[src/rtl/rgb_layer_mux_pkg.sv]
// Shared types and helpers for the RGB layer mux: pixel width, sync idle level, blink states.
// No logic, no latency.
package rgb_layer_mux_pkg;

  localparam int DEFAULT_COLOR_W = 4;
  localparam logic SYNC_IDLE = 1'b1;

  typedef enum logic {
    SHOW = 1'b0,
    HIDE = 1'b1
  } blink_state_e;

  function automatic int pw(input int color_w);
    return 3 * color_w;
  endfunction

  // Low bit of element idx in a packed bus of width-bit elements.
  function automatic int slice_lo(input int idx, input int width);
    return idx * width;
  endfunction

endpackage

[src/rtl/rgb_layer_mux_if.sv]
// Pixel-stream bundle between a video timing/layer source and the layer mux.
// master drives pixel inputs and consumes RGB/syncs; slave is the mux.
interface rgb_layer_mux_if
  import rgb_layer_mux_pkg::*;
#(
  parameter int COLOR_W  = DEFAULT_COLOR_W,
  parameter int N_LAYERS = 3
);
  localparam int PW = pw(COLOR_W);

  logic                   pix_tick;
  logic                   frame_tick;
  logic                   video_on;
  logic                   hsync_in;
  logic                   vsync_in;
  logic [N_LAYERS*PW-1:0] layer_rgb;
  logic [N_LAYERS-1:0]    layer_on;
  logic [N_LAYERS-1:0]    layer_blink;
  logic [PW-1:0]          RGB;
  logic                   hsync_out;
  logic                   vsync_out;
  logic                   video_on_out;

  modport master (
    output pix_tick, frame_tick, video_on, hsync_in, vsync_in,
           layer_rgb, layer_on, layer_blink,
    input  RGB, hsync_out, vsync_out, video_on_out
  );

  modport slave (
    input  pix_tick, frame_tick, video_on, hsync_in, vsync_in,
           layer_rgb, layer_on, layer_blink,
    output RGB, hsync_out, vsync_out, video_on_out
  );

endinterface

[src/rtl/rgb_blink_ctr.sv]
// Frame-based blink generator: blink_phase toggles every BLINK_DIV frame_ticks.
// Registered output, updates on the clk after frame_tick; no backpressure.
module rgb_blink_ctr
  import rgb_layer_mux_pkg::*;
#(
  parameter int BLINK_DIV = 30
) (
  input  logic clk,
  input  logic rst_n,
  input  logic frame_tick,
  output logic blink_phase
);

  localparam logic [7:0] WRAP = 8'(BLINK_DIV - 1);

  logic [7:0]   cnt;
  blink_state_e state;

  always_ff @(posedge clk or negedge rst_n) begin
    if (!rst_n) begin
      cnt         <= '0;
      state       <= SHOW;
      blink_phase <= 1'b0;
    end else if (frame_tick) begin
      if (cnt == WRAP) begin
        cnt <= '0;
        case (state)
          SHOW: begin
            state       <= HIDE;
            blink_phase <= 1'b1;
          end
          HIDE: begin
            state       <= SHOW;
            blink_phase <= 1'b0;
          end
          default: begin
            state       <= SHOW;
            blink_phase <= 1'b0;
          end
        endcase
      end else begin
        cnt <= cnt + 8'd1;
      end
    end
  end

endmodule

[src/rtl/rgb_layer_mux.sv]
// Fixed-priority overlay mux (lowest visible layer wins) with blanking and blink.
// Latency 2 pix_tick-qualified cycles for RGB/syncs/video_on_out; outputs hold while pix_tick is low.
module rgb_layer_mux
  import rgb_layer_mux_pkg::*;
#(
  parameter int                       COLOR_W   = DEFAULT_COLOR_W,
  parameter int                       N_LAYERS  = 3,
  parameter int                       BLINK_DIV = 30,
  parameter logic [pw(COLOR_W)-1:0]   BG_RGB    = '0
) (
  input  logic           clk,
  input  logic           rst_n,
  rgb_layer_mux_if.slave bus
);

  localparam int PW = pw(COLOR_W);

  logic                blink_phase;
  logic [N_LAYERS-1:0] visible;
  logic [PW-1:0]       sel_rgb;
  logic [PW-1:0]       s1_rgb;
  logic                s1_von;
  logic                s1_hs;
  logic                s1_vs;

  rgb_blink_ctr #(
    .BLINK_DIV (BLINK_DIV)
  ) u_blink (
    .clk         (clk),
    .rst_n       (rst_n),
    .frame_tick  (bus.frame_tick),
    .blink_phase (blink_phase)
  );

  assign visible = bus.layer_on & ~(bus.layer_blink & {N_LAYERS{blink_phase}});

  // Walk from the highest index down so the lowest visible layer overwrites last.
  always_comb begin
    sel_rgb = BG_RGB;
    for (int i = N_LAYERS - 1; i >= 0; i--) begin
      if (visible[i]) begin
        sel_rgb = bus.layer_rgb[slice_lo(i, PW) +: PW];
      end
    end
  end

  always_ff @(posedge clk or negedge rst_n) begin
    if (!rst_n) begin
      s1_rgb           <= '0;
      s1_von           <= 1'b0;
      s1_hs            <= SYNC_IDLE;
      s1_vs            <= SYNC_IDLE;
      bus.RGB          <= '0;
      bus.video_on_out <= 1'b0;
      bus.hsync_out    <= SYNC_IDLE;
      bus.vsync_out    <= SYNC_IDLE;
    end else if (bus.pix_tick) begin
      s1_rgb           <= sel_rgb;
      s1_von           <= bus.video_on;
      s1_hs            <= bus.hsync_in;
      s1_vs            <= bus.vsync_in;
      bus.RGB          <= s1_von ? s1_rgb : '0;
      bus.video_on_out <= s1_von;
      bus.hsync_out    <= s1_hs;
      bus.vsync_out    <= s1_vs;
    end
  end

endmodule

[src/flat_wrapper.sv]
// flat-port wrapper written by rule: the top's interface ports become plain ports
module rgb_layer_mux_flat import rgb_layer_mux_pkg::*;
#(
  parameter int                       COLOR_W   = DEFAULT_COLOR_W,
  parameter int                       N_LAYERS  = 3,
  parameter int                       BLINK_DIV = 30,
  parameter logic [pw(COLOR_W)-1:0]   BG_RGB    = '0
)
  (clk, rst_n, bus_pix_tick, bus_frame_tick, bus_video_on, bus_hsync_in, bus_vsync_in, bus_layer_rgb, bus_layer_on, bus_layer_blink, bus_RGB, bus_hsync_out, bus_vsync_out, bus_video_on_out);
  rgb_layer_mux_if #(.COLOR_W(COLOR_W), .N_LAYERS(N_LAYERS)) bus_i ();
  input  logic clk;
  input  logic rst_n;
  input wire logic [$bits(bus_i.pix_tick)-1:0] bus_pix_tick;
  input wire logic [$bits(bus_i.frame_tick)-1:0] bus_frame_tick;
  input wire logic [$bits(bus_i.video_on)-1:0] bus_video_on;
  input wire logic [$bits(bus_i.hsync_in)-1:0] bus_hsync_in;
  input wire logic [$bits(bus_i.vsync_in)-1:0] bus_vsync_in;
  input wire logic [$bits(bus_i.layer_rgb)-1:0] bus_layer_rgb;
  input wire logic [$bits(bus_i.layer_on)-1:0] bus_layer_on;
  input wire logic [$bits(bus_i.layer_blink)-1:0] bus_layer_blink;
  output wire logic [$bits(bus_i.RGB)-1:0] bus_RGB;
  output wire logic [$bits(bus_i.hsync_out)-1:0] bus_hsync_out;
  output wire logic [$bits(bus_i.vsync_out)-1:0] bus_vsync_out;
  output wire logic [$bits(bus_i.video_on_out)-1:0] bus_video_on_out;
  assign bus_i.pix_tick = bus_pix_tick;
  assign bus_i.frame_tick = bus_frame_tick;
  assign bus_i.video_on = bus_video_on;
  assign bus_i.hsync_in = bus_hsync_in;
  assign bus_i.vsync_in = bus_vsync_in;
  assign bus_i.layer_rgb = bus_layer_rgb;
  assign bus_i.layer_on = bus_layer_on;
  assign bus_i.layer_blink = bus_layer_blink;
  assign bus_RGB = bus_i.RGB;
  assign bus_hsync_out = bus_i.hsync_out;
  assign bus_vsync_out = bus_i.vsync_out;
  assign bus_video_on_out = bus_i.video_on_out;
  rgb_layer_mux #(.COLOR_W(COLOR_W), .N_LAYERS(N_LAYERS), .BLINK_DIV(BLINK_DIV), .BG_RGB(BG_RGB)) u_core (.clk(clk), .rst_n(rst_n), .bus(bus_i));
endmodule
[config.mk]
export PLATFORM = sky130hd
export DESIGN_NAME = rgb_layer_mux_flat
export DESIGN_NICKNAME = d
export VERILOG_FILES = /design/src/rtl/rgb_layer_mux_pkg.sv /design/src/rtl/rgb_layer_mux_if.sv /design/src/rtl/rgb_blink_ctr.sv /design/src/rtl/rgb_layer_mux.sv /design/src/flat_wrapper.sv
export SDC_FILE = /design/constraint.sdc
export NUM_CORES = 1
export LEC_CHECK = 0
export BUFFER_PORTS_ARGS = -buffer_cell sky130_fd_sc_hd__buf_2
export CAP_MARGIN = 20
export CORE_MARGIN = 2
export CORE_UTILIZATION = 44
export DETAILED_ROUTE_END_ITERATION = 8
export PLACE_DENSITY = 0.77
export REMOVE_ABC_BUFFERS = 1
export SETUP_SLACK_MARGIN = 0.15
export SYNTH_ARGS = -nofsm -noshare
export SYNTH_HDL_FRONTEND = slang
export SYNTH_HIERARCHICAL = 1
export SYNTH_SLANG_ARGS = --single-unit
[constraint.sdc]
create_clock -name clk -period 1.7 [get_ports clk]
set_input_delay 0.085 -clock clk [delete_from_list [all_inputs] [get_ports clk]]
set_output_delay 0.085 -clock clk [all_outputs]
set_load 0.005 [all_outputs]
Word level (Yosys, flattened, before mapping)
Cells that the tools add are included.

Reduce and logical (&&, ||, !) cells: 1. Bitwise gates (word level): 4. Add/subtract/negate cells: 1. Eq/ne operators: 1. Mux-type cells: 6.

Operators by type and width (number): $mux W12 (4); $add A8 B1 Y8 const B (1); $eq A8 B5 Y1 const B (1); $mux W8 (1); $and A3 B3 Y3 (2); $not A3 Y3 (1); $pmux W1 S2 (1); $reduce_and A2 Y1 (1); $not A1 Y1 (1).

Register bits after elaboration: 39. Output and inout bits: 15. Input bits: 49. Logic and storage cells: 23.

Longest topological paths before layout
Depth after elaboration: 6. Depth in mapped cells: 6. Mapped depth without buffers: 5.

Modules after synthesis
Netlist, hierarchy kept.

By module, submodules not included: rgb_layer_mux (cells an instance 177, area each 1655.3 um^2, instances 1); rgb_blink_ctr (cells an instance 47, area each 476.7 um^2, instances 1).

Worst setup path before layout
Ideal clock, no wire load.

Kind: reg2reg. Start: reg u_core.u_blink.cnt[1]. End: reg u_core.u_blink.cnt[3]. Data required time: 1.570 ns. Buffers on the path: 0. Setup slack: 0.241 ns. Period minus slack after synthesis: 1.459 ns. Arrival time: 1.329 ns. Stages on the path, launching flop included: 6. Library setup time: 0.130 ns. Cell sequence: dfrtp_1 > inv_1 > ha_1 > or4b_4 > o211ai_1 > o21ai_0.

Word-level cells in the longest chain between the ends: 2. Elaborated cells on any way between the ends: 3.

Ends and longest elaborated chain: from (decl) (RTL line rgb_blink_ctr.sv:16) `logic [7:0] cnt;`; from (signal assigned) (RTL line rgb_blink_ctr.sv:42) `cnt <= cnt + 8'd1;`; $add A8 B1 Y8 or $eq A8 B5 Y1 (tied branches) (RTL line rgb_blink_ctr.sv:42, rgb_blink_ctr.sv:25); $mux W8 (*) (RTL line rgb_blink_ctr.sv:25) `if (cnt == WRAP) begin`.

Mark *: on every way between the ends. The rest lies on a longest branch, timed or not. A chain may end at the register's enable or synchronous reset.

Final worst setup path
Same ends and word-level chain as after synthesis.

==> run metrics <==
commonest cells after routing, fill and taps aside=buf_2, dfrtp_1, inv_1; fillers=439; run status=completed; gr usage total=18.8%; Remaining Overflow, GRT=0; WS Path Type=reg -> reg; reg2reg start=u_core/u_blink/cnt[1]; Yosys top cell area share=41.1%; # nets final=341; most used routing layer=met2; flop2flop setup slack=0.21 ns; setup slack at placement=~0.11 ns; measured slew at the worst slew-check pin=0.502 ns; Initial Util=45.4%; #FFs+latches synth=39; M2 GR Usage=31.0%; Area after DPL=around 2500 µm²; first-pass GRT wire length=7.87 mm; sequential power share=roughly 47%; P&R area growth vs syn=24.8%; clock skew=0.00906 ns; power density over the cells=approximately 1100 nW/µm²; Fin Hold WS=0.0254 ns; Worst slew margin=between 60% and 70%; Gate power share=32.0%; Synth area leaders=dfrtp_1, o22ai_2, dfstp_2; antenna viol nets, final=0; largest stage delay on the critical path=0.50 ns; CTS buffer count=5; Remaining DRCs=0; PnR worst setup slack=around 0.21 ns; H-tree Lvls=2; max cap viols=0; Die ar.=5420 µm²; Routed wire per std cell=13.7 µm; post-synthesis cell count=224; synth unique cells=30; routing usage on met1=between 20% and 30%; post-detail-place hpwl=3.30 mm; IO buf count=63; via/cell ratio=~5.3; Slew Limit Fails=0; RSZ-0062 raised after global routing=no; Antenna Diode Count=0; final worst-path cycle share=87.9%; reg2reg end=u_core/u_blink/cnt[3]; Synthesis Warnings=6; initial drt markers=76; Inst Count DP=~330; TritonCTS clock tree=done; Worst path slowest cell=or4b_4; Register-to-Register Path Depth=5; clk root buf=clkbuf_8; clock slew at reported path FFs=around 0.08 ns; Fin. Hold Viols=0; routability cong.=0.865; CP Cell Sequence=inv_2, ha_4, or4b_4, o211ai_1, o21ai_1; min-delay src=bus_video_on; clk sinks=39; routed via count=1844; clock power share=between 20% and 30%; design area=2660 µm²; fraction of layout cells with a size suffix above 1=37.8%; Internal Power=1.96 mW; average size of a mapped cell=9.52 µm²; setup_tns=0 ns; met3 Resource Use GR=4.66%; sequential area share after synthesis=46.0%; final non-filler cell total=roughly 350; worst endpoint required time=1.87 ns; P_sw=between 0.9 and 1 mW; critical-path maximum fanout=4; final core utilization=56.7%; Peak Freq=0.669 GHz; CTS Buffer Depth=2; final setup vio count=0; Static Leak=around 1.3 nW; Min-Delay Endpoint=u_core/s1_von; Max rail drop VDD=approximately 0.00059 V; Rows=25; largest area contributor in the netlist=dfrtp_1; number of global-route vias before repair=1767; wirelength, routed=4.72 mm; die height=around 74 µm; pin count of the biggest net entering global routing=55; Die X=73.6 µm; Worst Path Arrival=1.66 ns; initial antenna violation count=0; WHS Path Cells=2; latest clock arrival within the worst-skew pair=0.29 ns; Final min period=about 1.5 ns; Worst setup SP type=flop; io pins=64; CP endpoint kind=flop; synthesized area=about 2100 µm²; most common cell after layout, fill and taps aside=buf_2; hold crit path type=in -> reg; Switching Share=about a third; Core Area=4690 µm²; Pre-antenna DRT Iters=4; Total Power=2.90 mW
==> state kept, by name (all words and copies together), names as in the netlist <==
name and count:
u_core/bus.RGB 12, u_core/bus.hsync_out 1, u_core/bus.video_on_out 1, u_core/bus.vsync_out 1, u_core/s1_hs 1, u_core/s1_rgb 12
u_core/s1_von 1, u_core/s1_vs 1, u_core/u_blink/blink_phase 1, u_core/u_blink/cnt 8
==> cell usage after synthesis (all sizes together) <==
cell    instances
o21ai          17
or4b            1
o221ai         12
a211o           1
nor2            5
ha              2
a21oi          13
nor3            1
dfstp           4
nand2          19
buf             9
inv            26
nand4           2
nand3          14
xor2            3
o211ai          1
o22ai          13
dfrtp          35
a21boi          1
nand2b          4
a41oi           1
mux2            7
a22oi          12
nor2b          12
clkbuf          8
a221oi          1
==> final cells by class <==
| cell class | instances | area, µm² | share of cell area (%) |
|---|---|---|---|
| Clock buffer | 7 | 86.3 | 3.24 |
| Clock inverter | 1 | 5.00 | 0.188 |
| Inverter | 26 | 97.6 | 3.67 |
| Multi-Input combinational cell | 142 | 996 | 37.4 |
| Sequential cell | 39 | 981 | 36.9 |
| Tap cell | 54 | 67.6 | 2.54 |
| Timing Repair Buffer | 76 | 428 | 16.1 |
==> worst max path at each step <==
stage	start	endpoint	slack (ns)	cells after the start
after floorplan	u_core/u_blink/blink_phase	u_core/s1_rgb[1]	0.11	4
after global placement	u_core/u_blink/cnt[1]	u_core/u_blink/cnt[0]	0.16	5
after detailed placement	u_core/u_blink/cnt[1]	u_core/u_blink/cnt[1]	0.11	5
after CTS	u_core/u_blink/cnt[1]	u_core/u_blink/cnt[3]	0.15	5
after global routing	u_core/u_blink/cnt[1]	u_core/u_blink/cnt[3]	0.15	5
final	u_core/u_blink/cnt[1]	u_core/u_blink/cnt[3]	0.21	5
==> repair_timing <==
item                       4_1_cts  5_1_grt
setup endpoints to repair        4        5
hold buffers                     1        0
gates resized for setup          2        4
hold endpoints to repair        35        0
setup buffers                    2        3
pin swaps                        1        1
==> critical path, delay by kind of cell, from the launching register on <==
family,cells,cell delay [ns]
buffers and inverters,1,0.08
AO/OA/AOI/OAI,2,0.29
AND/OR/NAND/NOR,1,0.50
adder cells (fa/ha/maj),1,0.12
flip-flops,1,0.40
==> kinds of logic after synthesis <==
family          Yosys count  synth area share (%)
flops                    39                  46.0
simple gates             58                  14.5
xor+xnor                  3                  1.23
fa+ha+maj                 2                  1.17
compound gates           72                  25.2
mux                       7                  3.70
buf+inv                  43                  8.22
==> routing by layer <==
| layer | part of all wire, % | vias to the layer above |
|---|---|---|
| met1 | 44 | 854 |
| met5 | 0 | - |
| met4 | 1.5 | 0 |
| met3 | 5.4 | 9 |
| met2 | 49 | 54 |
| li1 | - | 927 |
==> power by group through the flow <==
stage,Clock (mW),Combinational (mW),Sequential [mW]
3_3_place_gp,0,0.793,1.36
2_1_floorplan,0,0.481,1.35
4_1_cts,0.648,0.873,1.34
3_5_place_dp,0,0.826,1.37
5_1_grt,0.686,1.04,1.38
6_report,0.625,0.930,1.35
No activity file was read; power rests on OpenSTA's default activity.
